===== config.mk =====
export PLATFORM = sky130hd
export DESIGN_NAME = pipeline_hazard_ctrl
export DESIGN_NICKNAME = d
export VERILOG_FILES = /design/src/rtl/pipeline_hazard_ctrl.sv
export SDC_FILE = /design/constraint.sdc
export NUM_CORES = 1
export LEC_CHECK = 0
export CAP_MARGIN = 15
export CORE_MARGIN = 2
export CORE_UTILIZATION = 45
export CTS_CLUSTER_SIZE = 25
export DETAILED_ROUTE_END_ITERATION = 12
export PLACE_DENSITY = 0.73
export SETUP_SLACK_MARGIN = 0.02
export SLEW_MARGIN = 20
export SYNTH_ARGS = -nofsm -noshare
export SYNTH_HDL_FRONTEND = slang
export SYNTH_SLANG_ARGS = --single-unit

===== constraint.sdc =====
create_clock -name clock -period 4.5 [get_ports clock]
set_clock_uncertainty 0.15 [all_clocks]
set_input_delay 0.9 -clock clock [delete_from_list [all_inputs] [get_ports clock]]
set_output_delay 0.9 -clock clock [all_outputs]
set_load 0.02 [all_outputs]

===== src/rtl/pipeline_hazard_ctrl.sv =====
// rtl/pipeline_hazard_ctrl.sv - hazard, stall, flush and forwarding control for the 5-stage pipeline
// One FSM owns every inter-stage enable/flush; forward selects and perf counters are registered.
module pipeline_hazard_ctrl #(
  parameter int REG_ADDR_W  = 4,
  parameter int LOAD_LAT    = 1,
  parameter int FLUSH_DEPTH = 1,
  parameter int ZERO_REG_EN = 1,
  parameter int CNT_W       = 16
) (
  input  logic                  clock,
  input  logic                  rst,
  input  logic                  id_valid,
  input  logic [REG_ADDR_W-1:0] id_rs1,
  input  logic [REG_ADDR_W-1:0] id_rs2,
  input  logic                  id_uses_rs2,
  input  logic                  ex_valid,
  input  logic                  ex_regwrite,
  input  logic                  ex_memread,
  input  logic [REG_ADDR_W-1:0] ex_rd,
  input  logic                  mem_valid,
  input  logic                  mem_regwrite,
  input  logic [REG_ADDR_W-1:0] mem_rd,
  input  logic                  br_taken,
  input  logic                  mem_ready,
  output logic                  pc_en,
  output logic                  fd_en,
  output logic                  de_en,
  output logic                  em_en,
  output logic                  mw_en,
  output logic                  fd_flush,
  output logic                  de_bubble,
  output logic [1:0]            fwd_a,
  output logic [1:0]            fwd_b,
  output logic [1:0]            state,
  output logic [CNT_W-1:0]      stall_cnt,
  output logic [CNT_W-1:0]      flush_cnt
);

  typedef enum logic [1:0] {
    S_RUN     = 2'b00,
    S_LDSTALL = 2'b01,
    S_FLUSH   = 2'b10,
    S_MEMWAIT = 2'b11
  } state_t;

  localparam logic [1:0] LD_REM = 2'(LOAD_LAT - 1);
  localparam logic [1:0] FL_REM = 2'(FLUSH_DEPTH - 1);

  state_t     cur_state;
  state_t     saved_state;
  logic [1:0] remaining;
  logic [1:0] saved_rem;

  logic ex_hit_rs1, ex_hit_rs2, mem_hit_rs1, mem_hit_rs2;
  logic load_use, branch;
  logic [1:0] fwd_a_next, fwd_b_next;

  function automatic logic rd_ok(input logic [REG_ADDR_W-1:0] rd);
    return (ZERO_REG_EN == 0) || (rd != '0);
  endfunction

  assign ex_hit_rs1  = ex_valid && ex_regwrite && (ex_rd == id_rs1) && rd_ok(ex_rd);
  assign ex_hit_rs2  = id_uses_rs2 && ex_valid && ex_regwrite && (ex_rd == id_rs2) && rd_ok(ex_rd);
  assign mem_hit_rs1 = mem_valid && mem_regwrite && (mem_rd == id_rs1) && rd_ok(mem_rd);
  assign mem_hit_rs2 = id_uses_rs2 && mem_valid && mem_regwrite && (mem_rd == id_rs2) && rd_ok(mem_rd);

  // A load in EX cannot forward yet; its consumer must stall instead.
  assign fwd_a_next = (ex_hit_rs1 && !ex_memread) ? 2'b01 : (mem_hit_rs1 ? 2'b10 : 2'b00);
  assign fwd_b_next = (ex_hit_rs2 && !ex_memread) ? 2'b01 : (mem_hit_rs2 ? 2'b10 : 2'b00);

  assign branch   = (cur_state == S_RUN) && br_taken && ex_valid;
  assign load_use = (cur_state == S_RUN) && id_valid && ex_memread && (ex_hit_rs1 || ex_hit_rs2);

  assign state = cur_state;

  always_comb begin
    pc_en     = 1'b1;
    fd_en     = 1'b1;
    de_en     = 1'b1;
    em_en     = 1'b1;
    mw_en     = 1'b1;
    fd_flush  = 1'b0;
    de_bubble = 1'b0;
    if (!mem_ready) begin
      pc_en = 1'b0;
      fd_en = 1'b0;
      de_en = 1'b0;
      em_en = 1'b0;
      mw_en = 1'b0;
    end else begin
      case (cur_state)
        S_RUN: begin
          if (branch) begin
            fd_flush  = 1'b1;
            de_bubble = 1'b1;
          end else if (load_use) begin
            pc_en     = 1'b0;
            fd_en     = 1'b0;
            de_bubble = 1'b1;
          end
        end
        S_LDSTALL: begin
          pc_en     = 1'b0;
          fd_en     = 1'b0;
          de_bubble = 1'b1;
        end
        S_FLUSH: fd_flush = 1'b1;
        // MEMWAIT with memory ready again: one pass-through cycle while the saved state returns.
        default: ;
      endcase
    end
  end

  always_ff @(posedge clock) begin
    if (rst) begin
      cur_state   <= S_RUN;
      saved_state <= S_RUN;
      remaining   <= 2'd0;
      saved_rem   <= 2'd0;
      fwd_a       <= 2'b00;
      fwd_b       <= 2'b00;
      stall_cnt   <= '0;
      flush_cnt   <= '0;
    end else begin
      if (!pc_en && (stall_cnt != '1))
        stall_cnt <= stall_cnt + CNT_W'(1);
      if (fd_flush && (flush_cnt != '1))
        flush_cnt <= flush_cnt + CNT_W'(1);

      if (de_bubble) begin
        fwd_a <= 2'b00;
        fwd_b <= 2'b00;
      end else if (de_en) begin
        fwd_a <= fwd_a_next;
        fwd_b <= fwd_b_next;
      end

      if (!mem_ready) begin
        // Save only on entry so a long wait keeps the original context.
        if (cur_state != S_MEMWAIT) begin
          saved_state <= cur_state;
          saved_rem   <= remaining;
        end
        cur_state <= S_MEMWAIT;
      end else begin
        case (cur_state)
          S_RUN: begin
            if (branch) begin
              if (FLUSH_DEPTH > 1) begin
                cur_state <= S_FLUSH;
                remaining <= FL_REM;
              end
            end else if (load_use) begin
              if (LOAD_LAT > 1) begin
                cur_state <= S_LDSTALL;
                remaining <= LD_REM;
              end
            end
          end
          S_LDSTALL, S_FLUSH: begin
            remaining <= remaining - 2'd1;
            if (remaining == 2'd1)
              cur_state <= S_RUN;
          end
          default: begin
            cur_state <= saved_state;
            remaining <= saved_rem;
          end
        endcase
      end
    end
  end

endmodule


==> metrics.md, run 1 <==
| Metric | Value |
|---|---|
| Status | finished, final reports clean |
| Reg2Reg Depth | 8 |
| DRT Pass-1 Iters | 4 |
| Root Buffer Master | clkbuf_8 |
| Final setup fails | 0 |
| Synth Instances | 289 |
| DR iter-0 viols | 92 |
| Final Slew Violations | 0 |
| Critical Path End Type | primary output |
| Core area | 5107 µm² |
| Max transition margin | 40.10% |
| DPL Wire Length | 4328 µm |
| Area growth, synth to finish | 35.53% |
| Worst EP required | 3.45 ns |
| Placed inst area | 3152 µm² |
| Critical path cell sequence | clkdlybuf4s50_1 > xor2_1 > nor4_4 > a211oi_2 > or2_2 > clkdlybuf4s50_1 |
| Via count | 2307 |
| Die Height | 76.95 µm |
| WP data arrival | 3.24 ns |
| Startpoint types | primary input |
| Clock Latency Late Sink | 0.29 ns |
| Number of CTS-inserted buffers | 5 |
| Rows | 26 |
| Period utilization | 95.30% |
| WL met1 | 2700 µm |
| CP max-delay cell | clkdlybuf4s50_1 |
| CP top delay family | buffers and inverters |
| Non-filler cells, final | 430 |
| R2r setup slk | 1.81 ns |
| Global route overflow | 0 |
| Layout cell share with drive strength beyond 1 | 4.167% |
| Fmax | 233.2 MHz |
| Largest net degree at the start of global routing | 26 |
| Final min period | 4.289 ns |
| Synth top area share | 36.78% |
| Final nets | 393 |
| Commonest cells in the netlist | dfxtp_1, nor2_1, a21oi_1, nand2_1, xor2_1 |
| Tot GR Track Use | 20.49% |
| Syn Nets | 323 |
| Worst setup startpoint | ex_rd[1] |
| Largest area contributor in the netlist | dfxtp_1 |
| GPL Wtd Cong | 0.8087 |
| Detail Route Antenna Nets | 0 |
| Setup WS pre-CTS | 0.2117 ns |
| Num ports | 72 |
| Power Dens Cells | 259.0 nW/µm² |
| Yosys reg bits | 44 |
| Leak | 1.114 nW |
| IO buf count | 71 |
| Number of synthesis warnings | 0 |
| RSZ-0062 raised after global routing | no |
| Number of flops mapped to enable cells by yosys | 0 |
| Number of remaining DRC errors | 0 |
| DP Cell Count | 422 |
| Crit path max fanout | 10 |
| Hold buffer count at cts | 0 |
| Hold Path Depth | 2 |
| Syn Std Cell Area | 2395 µm² |
| Hold_ws | 0.3293 ns |
| Ys flop type | dfxtp_1 |
| CTS max path bufs | 2 |
| Global-route wire length before repair | 9963 µm |
| Clk sinks | 44 |
| Mapped Avg Cell Area | 8.286 µm² |
| Final WS setup | 0.2114 ns |
| R2R Path End | stall_cnt[7]$_SDFFE_PP0P_ |
| Most common cell in the netlist | dfxtp_1 |
| Crit Path Category | primary input to primary output |
| Sequential fraction of the synthesis area | 36.78% |
| Layout fillers | 454 |
| Die area | 5921 µm² |
| Post-synth ARST share | 0% |
| Initial antenna violation count | 0 |
| H-tree depth | 2 |
| CTS resizes | 0 |
| DR WL met3 | 240 µm |
| Post-CTS Setup Bufs | 0 |
| Antenna Cells | 0 |
| Hold endpoint | fwd_b[0]$_SDFFE_PP0P_ |
| Vias in the first global route | 2156 |
| Synth area leaders | dfxtp_1, xor2_1, nor2_1 |
| Post-synth cell types | 44 |
| Reg2reg start | state[1]$_SDFFE_PP0P_ |
| Wirelength per Cell | 13.43 µm |
| Critical path buffers and inverters | 2 |
| Initial Util | 46.89% |
| Final WL | 5777 µm |
| Uppermost layer routed | met4 |
| Worst Hold Class | flop to flop |
| Total negative slack | 0 ns |
| Worst-Margin Slew | 0.8957 ns |
| Routed vias/inst | 5.365 |
| Met2 routed WL | 2759 µm |
| Cell mode on critical path | clkdlybuf4s50_1 |
| Die width | 76.95 µm |
| Maxcap violations | 0 |
| Hold Vio Cnt, Final | 0 |
| CTS tree | built |
| Hold_sp | fwd_b[0]$_SDFFE_PP0P_ |
| Post-layout instance area | 3246 µm² |
| Max VDD drop | 0.0001762 V |
| CP max stage delay | 0.60 ns |
| CTS clk-pin slew, worst paths | 0.08 ns |
[metal layers]
layer  track usage [%]  up-vias
met5                 0        -
met3             4.706        9
li1                  -     1165
met1             25.97     1072
met2             34.30       61
met4             6.727        0
[area by class of cell]
type	instances	area (µm²)	share of cell area [%]
Multi-Input combinational cell	224	1413	43.52
Sequential cell	44	880.8	27.14
Timing Repair Buffer	74	733.2	22.59
Tap cell	70	87.58	2.699
Clock buffer	7	86.33	2.660
Inverter	10	37.54	1.157
Clock inverter	1	7.507	0.2313
[kinds of logic after synthesis]
kind of cell             after synthesis  share of synthesized area (%)
AND/OR/NAND/NOR                      129                          28.16
AO/OA/AOI/OAI                         48                          12.23
flip-flops                            44                          36.78
XOR/XNOR                              35                          12.80
buffers and inverters                 21                          4.232
adder cells (fa/ha/maj)                7                          3.657
multiplexers                           5                          2.142
[stage by stage]
step	power, mW	util (%)
2_1_floorplan	0.5232	-
3_3_place_gp	0.5903	61.71
3_5_place_dp	0.5939	61.71
4_1_cts	0.8523	63.55
5_1_grt	0.8886	63.55
6_report	0.8406	63.55
[layout by cell type (no fill, tap or decap), drive strengths merged, types with 8 or more instances in the layout]
cell | netlist | routed
o21ai | 9 | 9
nand3 | 17 | 17
nor4 | 10 | 10
dfxtp | 44 | 44
nor3 | 8 | 8
a21oi | 22 | 22
nor2 | 40 | 40
xor2 | 22 | 22
nand2 | 22 | 22
inv | 10 | 10
clkdlybuf4s50 | 0 | 71
xnor2 | 13 | 13
[state kept, by name, indices dropped and copies added (netlist names)]
name,count
saved_state,2
remaining,2
stall_cnt,16
flush_cnt,16
saved_rem,2
state,2
fwd_b,2
fwd_a,2
[worst register-to-register path, stage by stage (launching register included)]
cell	delay (ns)
dfxtp_1	0.47
inv_1	0.10
ha_1	0.26
o21ai_1	0.21
a21oi_1	0.08
buf_4	0.17
or3_4	0.45
or3_1	0.37
mux2_1	0.31
[report_power, final]
group	leakage [nW]	switching [mW]	internal, mW
Combinational	0.714	0.0906	0.0798
Clock	0.0445	0.132	0.125
Sequential	0.356	0.0135	0.400
Total	1.11	0.236	0.604
[how the worst max path moves through the flow]
stage,endpoint,cells past startpoint
floorplan,pc_en,5
global placement,fd_en,6
detailed placement,pc_en,6
CTS,pc_en,6
global route,pc_en,6
finish,pc_en,6
No activity file was read; power rests on OpenSTA's default activity.
==> run 2: changes to the inputs <==
==> constraint.sdc (replaced) <==
create_clock -name clock -period 4 [get_ports clock]
set_clock_uncertainty 0.15 [all_clocks]
set_input_delay 0.8 -clock clock [delete_from_list [all_inputs] [get_ports clock]]
set_output_delay 0.8 -clock clock [all_outputs]
set_load 0.02 [all_outputs]
==> metrics.md, run 2 (synthesized netlist as in run 1, its figures left out) <==
| Metric | Value |
|---|---|
| Clock Latency Late Sink | 0.30 ns (was 0.29 ns) |
| Layout fillers | 468 (was 454) |
| Die width | 76.95 µm (unchanged) |
| Period utilization | 96.49% |
| Final min period | 3.859 ns |
| Routed vias/inst | 5.268 (was 5.365) |
| Commonest non-fill, non-tap cell in the layout | clkdlybuf4s50_1 (unchanged) |
| WP data arrival | 2.91 ns (was 3.24 ns) |
| Root Buffer Master | clkbuf_8 (unchanged) |
| DRT Pass-1 Iters | 4 (unchanged) |
| Global route overflow | 0 (unchanged) |
| R2R Path End | stall_cnt[7]$_SDFFE_PP0P_ (unchanged) |
| Crit Path Category | primary input to primary output (unchanged) |
| Final Slew Violations | 0 (unchanged) |
| Setup WS pre-CTS | 0.1133 ns (was 0.2117 ns) |
| Global-route wire length before repair | 9742 µm (was 9963 µm) |
| Hold endpoint | fwd_b[0]$_SDFFE_PP0P_ (unchanged) |
| DPL Wire Length | 4340 µm (was 4328 µm) |
| Number of CTS-inserted buffers | 5 (unchanged) |
| Total negative slack | 0 ns (unchanged) |
| Worst Hold Class | flop to flop (unchanged) |
| R2r setup slk | 1.28 ns (was 1.81 ns) |
| Worst-Margin Slew | 0.9284 ns (was 0.8957 ns) |
| Status | finished, final reports clean (unchanged) |
| IO buf count | 71 (unchanged) |
| Comb pwr share | 19.7% (was 20.3%) |
| Num ports | 72 (unchanged) |
| Final nets | 396 (was 393) |
| Fmax | 259.1 MHz |
| Initial Util | 46.89% (unchanged) |
| Final WS setup | 0.1405 ns (was 0.2114 ns) |
| Pint | 0.7274 mW (was 0.6043 mW) |
| Hold buffer count at cts | 0 (unchanged) |
| Flop pwr share | 46.5% (was 49.1%) |
| Crit path max fanout | 3 (was 10) |
| Worst EP required | 3.05 ns (was 3.45 ns) |
| Sw power | 0.2701 mW (was 0.2363 mW) |
| Vias in the first global route | 2154 (was 2156) |
| Post-layout instance area | 3282 µm² (was 3246 µm²) |
| Reg2Reg Depth | 8 (unchanged) |
| GPL Wtd Cong | 0.8281 (was 0.8087) |
| Die Height | 76.95 µm (unchanged) |
| Hold_sp | fwd_b[0]$_SDFFE_PP0P_ (unchanged) |
| Max VDD drop | 0.0002125 V (was 0.0001762 V) |
| Hold Path Depth | 2 (unchanged) |
| Hold Vio Cnt, Final | 0 (unchanged) |
| Initial antenna violation count | 0 (unchanged) |
| Critical Path End Type | primary output (unchanged) |
| Number of remaining DRC errors | 0 (unchanged) |
| Final setup fails | 0 (unchanged) |
| CTS clk-pin slew, worst paths | 0.08 ns (about the same) |
| CTS max path bufs | 2 (unchanged) |
| Maxcap violations | 0 (unchanged) |
| Core area | 5107 µm² (unchanged) |
| Reg2reg start | state[0]$_SDFFE_PP0P_ (was state[1]$_SDFFE_PP0P_) |
| Power Dens Cells | 303.9 nW/µm² (was 259.0 nW/µm²) |
| Most frequent cells in the layout | clkdlybuf4s50_1, dfxtp_1, nor2_1 (unchanged) |
| Largest net degree at the start of global routing | 26 (unchanged) |
| Detail Route Antenna Nets | 0 (unchanged) |
| Switching share of power | 27.08% (was 28.11%) |
| Layout cell share with drive strength beyond 1 | 4.959% (was 4.167%) |
| Rows | 26 (unchanged) |
| Via count | 2281 (was 2307) |
| Clk sinks | 44 (unchanged) |
| Hold_ws | 0.3126 ns (was 0.3293 ns) |
| Post-CTS Setup Bufs | 0 (unchanged) |
| Top flop regs | flush_cnt x16, stall_cnt x16 (unchanged) |
| Max transition margin | 37.91% (was 40.10%) |
| Leak | 1.140 nW (was 1.114 nW) |
| DR iter-0 viols | 72 (was 92) |
| Area growth, synth to finish | 37.04% (was 35.53%) |
| Wirelength per Cell | 13.38 µm (was 13.43 µm) |
| Overall power | 0.9975 mW (was 0.8406 mW) |
| Final WL | 5795 µm (was 5777 µm) |
| Antenna Cells | 0 (unchanged) |
| Startpoint types | primary input (unchanged) |
| Tot GR Track Use | 19.96% (was 20.49%) |
| CTS resizes | 0 (unchanged) |
| Clock power frac | 33.8% (was 30.6%) |
| H-tree depth | 2 (unchanged) |
| Placed inst area | 3174 µm² (was 3152 µm²) |
| CTS tree | built (unchanged) |
| Die area | 5921 µm² (unchanged) |
| RSZ-0062 raised after global routing | no (unchanged) |
[run 2: changes by cell type in the layout (fill, tap and decap cells not counted)]
cell and change:
clkinv_2 +1, clkbuf_8 -1, clkinvlp_4 -1, bufinv_16 +1, buf_4 +3
[run 2: worst max-delay path, cell delays in order]
cell and delay (ns):
clkdlybuf4s50_1 0.46, xor2_1 0.21, nor4_4 0.31, a21oi_1 0.07, o41a_1 0.33, nor2_1 0.12
clkdlybuf4s50_1 0.61
[run 2: routing by layer]
layer / vias to the layer above / share of wire, % / global-route usage, %
met5: - / 0 / 0
met4: 0 / 1.1 / 7.636
met3: 5 / 4.1 / 4.000
met2: 48 / 47 / 34.65
met1: 1060 / 47 / 24.18
li1: 1168 / - / -
[run 2: area by class of cell]
| type | count | area [µm²] | share of cell area (%) |
|---|---|---|---|
| well taps | 70 | 87.58 | 2.669 |
| multi-input cells | 224 | 1413 | 43.04 |
| repair buffers | 77 | 755.7 | 23.03 |
| inverters | 10 | 37.54 | 1.144 |
| clock inverters | 2 | 35.03 | 1.067 |
| clock buffers | 6 | 72.57 | 2.211 |
| flip-flops and latches | 44 | 880.8 | 26.84 |
[run 2: worst max-delay path by stage]
stage | end | from | depth (start not counted)
CTS | de_bubble | ex_rd[3] | 7
global placement | de_bubble | ex_rd[3] | 7
detailed placement | de_bubble | ex_rd[3] | 7
finish | de_bubble | ex_rd[3] | 7
global route | de_bubble | ex_rd[3] | 7
floorplan | pc_en | ex_rd[0] | 5
[run 2: power by group through the flow]
stage	combinational, mW	sequential [mW]	clock, mW
after floorplan	0.109	0.480	0
after global placement	0.193	0.474	0
after detailed placement	0.196	0.474	0
after CTS	0.197	0.464	0.345
after global routing	0.214	0.467	0.365
final	0.197	0.464	0.337
[run 2: stage by stage]
stage	util, %	instances
floorplan	-	289
global placement	62.15	425
detailed placement	62.15	425
CTS	64.26	433
global route	64.26	433
finish	64.26	433
